File: config.mk
export PLATFORM = sky130hd
export DESIGN_NAME = hdb3_tx_sched
export DESIGN_NICKNAME = d
export VERILOG_FILES = /design/src/rtl/hdb3_pkg.sv /design/src/rtl/hdb3_prbs7.sv /design/src/rtl/hdb3_tx_sched.sv
export SDC_FILE = /design/constraint.sdc
export NUM_CORES = 1
export LEC_CHECK = 0
export ABC_AREA = 1
export CAP_MARGIN = 20
export CORE_UTILIZATION = 45
export CTS_CLUSTER_DIAMETER = 40
export CTS_CLUSTER_SIZE = 8
export DETAILED_ROUTE_END_ITERATION = 10
export GPL_TIMING_DRIVEN = 0
export PLACE_DENSITY = 0.71
export SETUP_SLACK_MARGIN = 0.4
export SLEW_MARGIN = 10
export SYNTH_ARGS = -nofsm -noshare
export SYNTH_HDL_FRONTEND = slang
export SYNTH_SLANG_ARGS = --single-unit
File: constraint.sdc
create_clock -name clk -period 3.1 [get_ports clk]
set_input_delay 0.62 -clock clk [delete_from_list [all_inputs] [get_ports clk]]
set_output_delay 0.62 -clock clk [all_outputs]
set_load 0.02 [all_outputs]
File: src/rtl/hdb3_pkg.sv
// Shared types and constants for the HDB3 transmit scheduler.
package hdb3_pkg;

    typedef enum logic [1:0] {
        ST_IDLE = 2'd0,
        ST_SYNC = 2'd1,
        ST_DATA = 2'd2
    } state_t;

    localparam int unsigned DIV_W = 8;
    localparam int unsigned CNT_W = 8;
    localparam int unsigned BIT_W = 3;

    localparam logic [7:0] SYNC_WORD = 8'hA5;
    localparam logic [7:0] FILL_BYTE = 8'h00;
    localparam logic [6:0] PRBS_SEED = 7'h7F;

endpackage

File: src/rtl/hdb3_prbs7.sv
// PRBS7 (x^7 + x^6 + 1) idle-pattern generator; advances one step per adv.
module hdb3_prbs7
    import hdb3_pkg::*;
(
    input  logic clk,
    input  logic rst,
    input  logic adv,
    output logic bit_out
);

    logic [6:0] lfsr;

    assign bit_out = lfsr[6] ^ lfsr[5];

    // Shift left inserting the output bit on each advance.
    always_ff @(posedge clk) begin
        if (rst) begin
            lfsr <= PRBS_SEED;
        end else if (adv) begin
            lfsr <= {lfsr[5:0], bit_out};
        end
    end

endmodule

File: src/rtl/hdb3_tx_sched.sv
// Frame scheduler feeding a serial HDB3 encoder: idle bits, SYNC_WORD, then
// FRAME_BYTES payload bytes MSB first, one bit per divider tick.
// Optional macro HDB3_TX_PRBS_EN: idle bits come from a PRBS7 generator
// instead of constant zero.
module hdb3_tx_sched
    import hdb3_pkg::*;
#(
    parameter int unsigned CLK_DIV     = 4,
    parameter int unsigned FRAME_BYTES = 8
) (
    input  logic       clk,
    input  logic       rst,
    input  logic       tx_en,
    input  logic [7:0] s_data,
    input  logic       s_valid,
    output logic       s_ready,
    output logic       enc_din,
    output logic       enc_ce,
    output logic       busy,
    output logic       frame_done,
    output logic       underrun
);

    state_t             state;
    logic [DIV_W-1:0]   div;
    logic [7:0]         shifter;
    logic [BIT_W-1:0]   bit_cnt;
    logic [CNT_W-1:0]   byte_cnt;
    logic [7:0]         hold;

    logic               tick_c;
    logic               start_c;
    logic               load_c;
    logic [7:0]         load_byte_c;
    logic               idle_bit_c;

    assign tick_c      = (div == DIV_W'(CLK_DIV - 1));
    assign start_c     = tick_c && (state == ST_IDLE) && tx_en && !s_ready;
    assign load_c      = tick_c && (state == ST_DATA) && (bit_cnt == '0);
    assign load_byte_c = s_ready ? FILL_BYTE : hold;

`ifdef HDB3_TX_PRBS_EN
    logic prbs_adv_c;

    assign prbs_adv_c = tick_c && (state == ST_IDLE) && !start_c;

    hdb3_prbs7 u_prbs (
        .clk     (clk),
        .rst     (rst),
        .adv     (prbs_adv_c),
        .bit_out (idle_bit_c)
    );
`else
    assign idle_bit_c = 1'b0;
`endif

    // Free-running bit-rate divider.
    always_ff @(posedge clk) begin
        if (rst || tick_c) begin
            div <= '0;
        end else begin
            div <= div + DIV_W'(1);
        end
    end

    // One-byte holding register; s_ready doubles as its empty flag and an
    // accept wins over a simultaneous load so the register stays full.
    always_ff @(posedge clk) begin
        if (rst) begin
            s_ready <= 1'b1;
            hold    <= '0;
        end else if (s_valid && s_ready) begin
            hold    <= s_data;
            s_ready <= 1'b0;
        end else if (load_c) begin
            s_ready <= 1'b1;
        end
    end

    // Frame FSM with registered encoder-side outputs, updated once per tick.
    always_ff @(posedge clk) begin
        if (rst) begin
            state      <= ST_IDLE;
            shifter    <= '0;
            bit_cnt    <= '0;
            byte_cnt   <= '0;
            enc_din    <= 1'b0;
            enc_ce     <= 1'b0;
            busy       <= 1'b0;
            frame_done <= 1'b0;
            underrun   <= 1'b0;
        end else begin
            enc_ce     <= tick_c;
            frame_done <= 1'b0;
            underrun   <= 1'b0;
            if (tick_c) begin
                case (state)
                    ST_IDLE: begin
                        if (start_c) begin
                            enc_din <= SYNC_WORD[7];
                            shifter <= {SYNC_WORD[6:0], 1'b0};
                            bit_cnt <= BIT_W'(1);
                            busy    <= 1'b1;
                            state   <= ST_SYNC;
                        end else begin
                            enc_din <= idle_bit_c;
                        end
                    end
                    ST_SYNC: begin
                        enc_din <= shifter[7];
                        shifter <= {shifter[6:0], 1'b0};
                        bit_cnt <= bit_cnt + BIT_W'(1);
                        if (bit_cnt == BIT_W'(7)) begin
                            byte_cnt <= '0;
                            state    <= ST_DATA;
                        end
                    end
                    ST_DATA: begin
                        if (bit_cnt == '0) begin
                            enc_din  <= load_byte_c[7];
                            shifter  <= {load_byte_c[6:0], 1'b0};
                            underrun <= s_ready;
                        end else begin
                            enc_din <= shifter[7];
                            shifter <= {shifter[6:0], 1'b0};
                        end
                        bit_cnt <= bit_cnt + BIT_W'(1);
                        if (bit_cnt == BIT_W'(7)) begin
                            if (byte_cnt == CNT_W'(FRAME_BYTES - 1)) begin
                                frame_done <= 1'b1;
                                busy       <= 1'b0;
                                byte_cnt   <= '0;
                                state      <= ST_IDLE;
                            end else begin
                                byte_cnt <= byte_cnt + CNT_W'(1);
                            end
                        end
                    end
                    default: begin
                        state <= ST_IDLE;
                    end
                endcase
            end
        end
    end

endmodule

==> impl_results.rst <==
.. list-table::
   :header-rows: 1

   * - Metric
     - Value
   * - Run status
     - finished clean
   * - Pwr Density
     - 413 nW/um2
   * - Sinks on Clock Net
     - 42
   * - Global route overflow
     - 0
   * - Die Y-Extent
     - 69.1 um
   * - Final period demand of the worst path
     - 1.93 ns
   * - GR peak layer
     - met2
   * - Number of ports placed on the die boundary
     - 18
   * - Syn avg cell area
     - about 7.1 um2
   * - Core ar.
     - roughly 4300 um2
   * - Number of buffers added by the clock tree synthesis step
     - 5
   * - Antenna viol nets, final
     - 0
   * - Biggest fanout along the worst timing path
     - 4
   * - Half-perimeter wire length of the detailed placement result
     - 2890 um
   * - Arrival time worst endpoint
     - between 1 and 1.5 ns
   * - Critical Path Max Stage Delay
     - 0.63 ns
   * - Setup TNS
     - 0 ns
   * - Worst flop-to-flop path endpoint
     - bit_cnt[2]$_SDFFE_PP0P_
   * - Final routed wire length divided by cell count
     - 10.8 um
   * - Prevailing post-synth register cell
     - dfxtp_1
   * - Achievable Freq
     - 519 MHz
   * - GPL Wtd Cong
     - 0.819
   * - Starting density of the core
     - between 40% and 50%
   * - Number of global-route vias before repair
     - around 1.5k
   * - Kind of launch point of the worst setup path
     - flop
   * - Warnings from Yosys
     - 0
   * - Family with the most delay on the worst path
     - buffers and inverters
   * - Count of endpoints failing setup in the final report
     - 0
   * - Worst reg2reg path depth
     - 8
   * - Critical Path Sink Type
     - primary output
   * - Type of the setup path with the least slack
     - flop to primary output
   * - Largest area contributor in the synthesized netlist
     - dfxtp_1
   * - R2R Setup Slk
     - between 1 and 1.5 ns
   * - Root buf cell
     - clkbuf_8
   * - Number of standard cells after synthesis
     - 286
   * - Vias per std cell
     - between 4 and 5
   * - Total buffers and inverters traversed by the critical path
     - 1
   * - Worst hold path depth
     - 2
   * - Critical path cell sequence
     - clkdlybuf4s50_1
   * - Number of buffers on the longest clock path
     - 2
   * - Number of inserted diodes
     - 0
   * - Pins Over Slew Limit
     - 0
   * - Mapped Nets
     - 307
   * - CTS H-tree lvls
     - 2
   * - Unique masters post-synth
     - 30
   * - Detailed Routing Iterations Pass 1
     - 4
   * - Fraction of final layout cells with drive strength greater than 1
     - 5.81%
   * - Nets
     - 331
   * - Maximum number of pins on one net before global-route repair
     - 12
   * - Min-delay worst type
     - flop to flop
   * - Quantity of gates resized following cts
     - 0
   * - Minimum hold slack
     - between 0.4 and 0.5 ns
   * - Area share of the largest cell type after synthesis
     - between 40 and 50%
   * - DRC violation count after routing
     - 0
   * - Most area-consuming cells after synthesis
     - dfxtp_1 (42%), nand2_1 (13%), nor2_1 (7.0%), inv_1 (6.5%), a21oi_1 (5.7%)
   * - Endpoint with the worst hold slack
     - hold[0]$_SDFFE_PP0P_
   * - WP data required
     - 2.48 ns
   * - Commonest cells in the synthesized netlist
     - nand2_1 (70), dfxtp_1 (42), nor2_1 (38)
   * - Number of core rows
     - 24
   * - Global Route Usage Sum
     - between 10% and 20%
   * - Met2 capacity usage during global routing
     - 27.1%
   * - Dominant cell by count in the synthesized netlist
     - nand2_1
   * - HP Start
     - hold[0]$_SDFFE_PP0P_
   * - Number of setup buffers added after CTS
     - 0
   * - Critical-path top delay cell
     - clkdlybuf4s50_1
   * - DIE AREA
     - about 4800 um2
   * - First-pass GRT wire length
     - between 6000 and 7000 um
   * - Number of enable flip-flop cells after synthesis
     - 0
   * - Util after Layout
     - about 54%
   * - Maximum resistive drop on vdd
     - about 0.27 mV
   * - Detailed-route via count
     - 1759
   * - Setup repair after global routing missed its margin
     - no
   * - Worst skew pair latency
     - between 0.2 and 0.3 ns
   * - Post-synth ARST share
     - 0%
   * - Max capacitance violation total
     - 0
   * - Hold-fix buffers, CTS
     - 0
   * - Static Leak
     - just under 1 nW
   * - Initial antenna violation count
     - 0
   * - Met1 demand-to-capacity share in global routing
     - about a quarter
   * - Startpoint of the lowest-slack register-to-register path
     - state[0]$_SDFFE_PP0P_
   * - Routed Wire Length
     - 3930 um
   * - TritonCTS clock tree
     - yes
   * - Register bit count reported by yosys
     - 42
   * - Share of the cycle needed by the critical path after routing
     - roughly 62%
   * - Slew at the pin closest to its max-slew limit
     - about 0.47 ns
   * - Width of the die
     - between 60 and 70 um
   * - M3 GR Usage
     - under 10%
   * - Count of input and output buffers
     - 17
   * - Final clock skew
     - a little over 0.006 ns
   * - Relative slew margins
     - about 69%
   * - Detailed Route Iter0 Violations
     - 79
   * - Number of endpoints with negative hold slack in the final report
     - 0
   * - Synthesis-to-layout area growth
     - 15.4%
   * - Post-synthesis instance area
     - about 2000 um2
   * - Sequential-to-total area share from yosys stat
     - 41.5%
   * - Clock slew at reported path FFs
     - about 0.070 ns
==> cell type report <==
cell class | instances | area (um2)
Fill cell | 433 | 1990
Multi-Input combinational cell | 203 | 1020
Sequential cell | 42 | 841
Timing Repair Buffer | 17 | 170
Inverter | 37 | 139
Clock buffer | 7 | 76.3
Tap cell | 52 | 65.1
Buffer | 4 | 22.5
==> report_power, final <==
part           leakage (nW)  internal [W]  total (W)  switching [W]
Combinational         0.606     0.0000319  0.0000727      0.0000408
Clock                0.0383      0.000155   0.000328       0.000172
Sequential            0.341      0.000555   0.000564     0.00000907
==> cells in the final DEF, fill, tap and decap left out <==
cell type        netlist  final
a21oi_1               23     23
nand2_4                1      1
or2_0                  1      1
buf_1                  1      1
nor3_4                 1      1
nand2_1               70     70
inv_2                  2      2
buf_6                  1      1
o21ai_1                1      1
o221ai_1               1      1
nand3_1               17     17
o21a_1                 1      1
nor4_1                 2      2
xnor2_1                1      1
nand2_2                2      2
inv_1                 35     35
o21bai_2               1      1
clkbuf_8               0      5
nor2_1                38     38
xor2_1                 2      2
o21ai_2                1      1
nor2_2                 2      2
nand4_1                2      2
clkbuf_1               2      4
a21o_1                 1      1
o21ai_0               21     21
clkdlybuf4s50_1        0     17
nor3_1                 2      2
ha_1                   9      9
dfxtp_1               42     42
o21bai_1               1      1
nor2_4                 2      2
==> metal layers <==
| metal | part of all wire, % | wire length, um |
|---|---|---|
| met1 | 51 | 2010 |
| met2 | 44 | 1720 |
| met3 | 3.7 | 144 |
| met4 | 1.4 | 55 |
| met5 | 0 | 0 |
==> flip-flops by register name, summed over array words and instances, names as in the netlist <==
register	flops
state	2
enc_din	1
enc_ce	1
frame_done	1
hold	8
shifter	7
underrun	1
div	8
busy	1
byte_cnt	8
bit_cnt	3
s_ready	1
==> tightest hold or removal path, delay by kind of cell (launching register included) <==
kind | cells | cell delay, ns
flip-flops | 1 | 0.30
buffers and inverters | 1 | 0.07
AO/OA/AOI/OAI | 1 | 0.06
==> how the worst max path moves through the flow <==
stage / startpoint / end / slack (ns) / cells past startpoint
after floorplan: state[0]$_SDFFE_PP0P_ / bit_cnt[1]$_SDFFE_PP0P_ / 1.64 / 8
after global placement: rst / enc_ce$_SDFF_PP0_ / 0.90 / 4
after detailed placement: rst / enc_ce$_SDFF_PP0_ / 0.88 / 4
after CTS: s_ready$_SDFFE_PP1P_ / s_ready / 1.16 / 1
after global routing: rst / enc_ce$_SDFF_PP0_ / 1.09 / 4
final: s_ready$_SDFFE_PP1P_ / s_ready / 1.17 / 1
==> per-stage QoR <==
stage	total power [W]	instance area (um2)	cells	setup slack, ns
floorplan	0.000618	2020	286	1.64
global placement	0.000648	2260	355	0.904
detailed placement	0.000650	2260	355	0.882
CTS	0.000974	2340	362	1.16
global route	0.00101	2340	362	1.09
finish	0.000964	2340	362	1.17
==> cell families after synthesis <==
family / share of synthesized area, %
DFF: 41.5
and+or+nand+nor: 30.0
xor gates and xnor gates: 1.30
AOI/OAI and AO/OA: 13.7
adders and majority gates: 5.56
buffers and inverters: 7.97
Power figures use the tool's default switching activity.
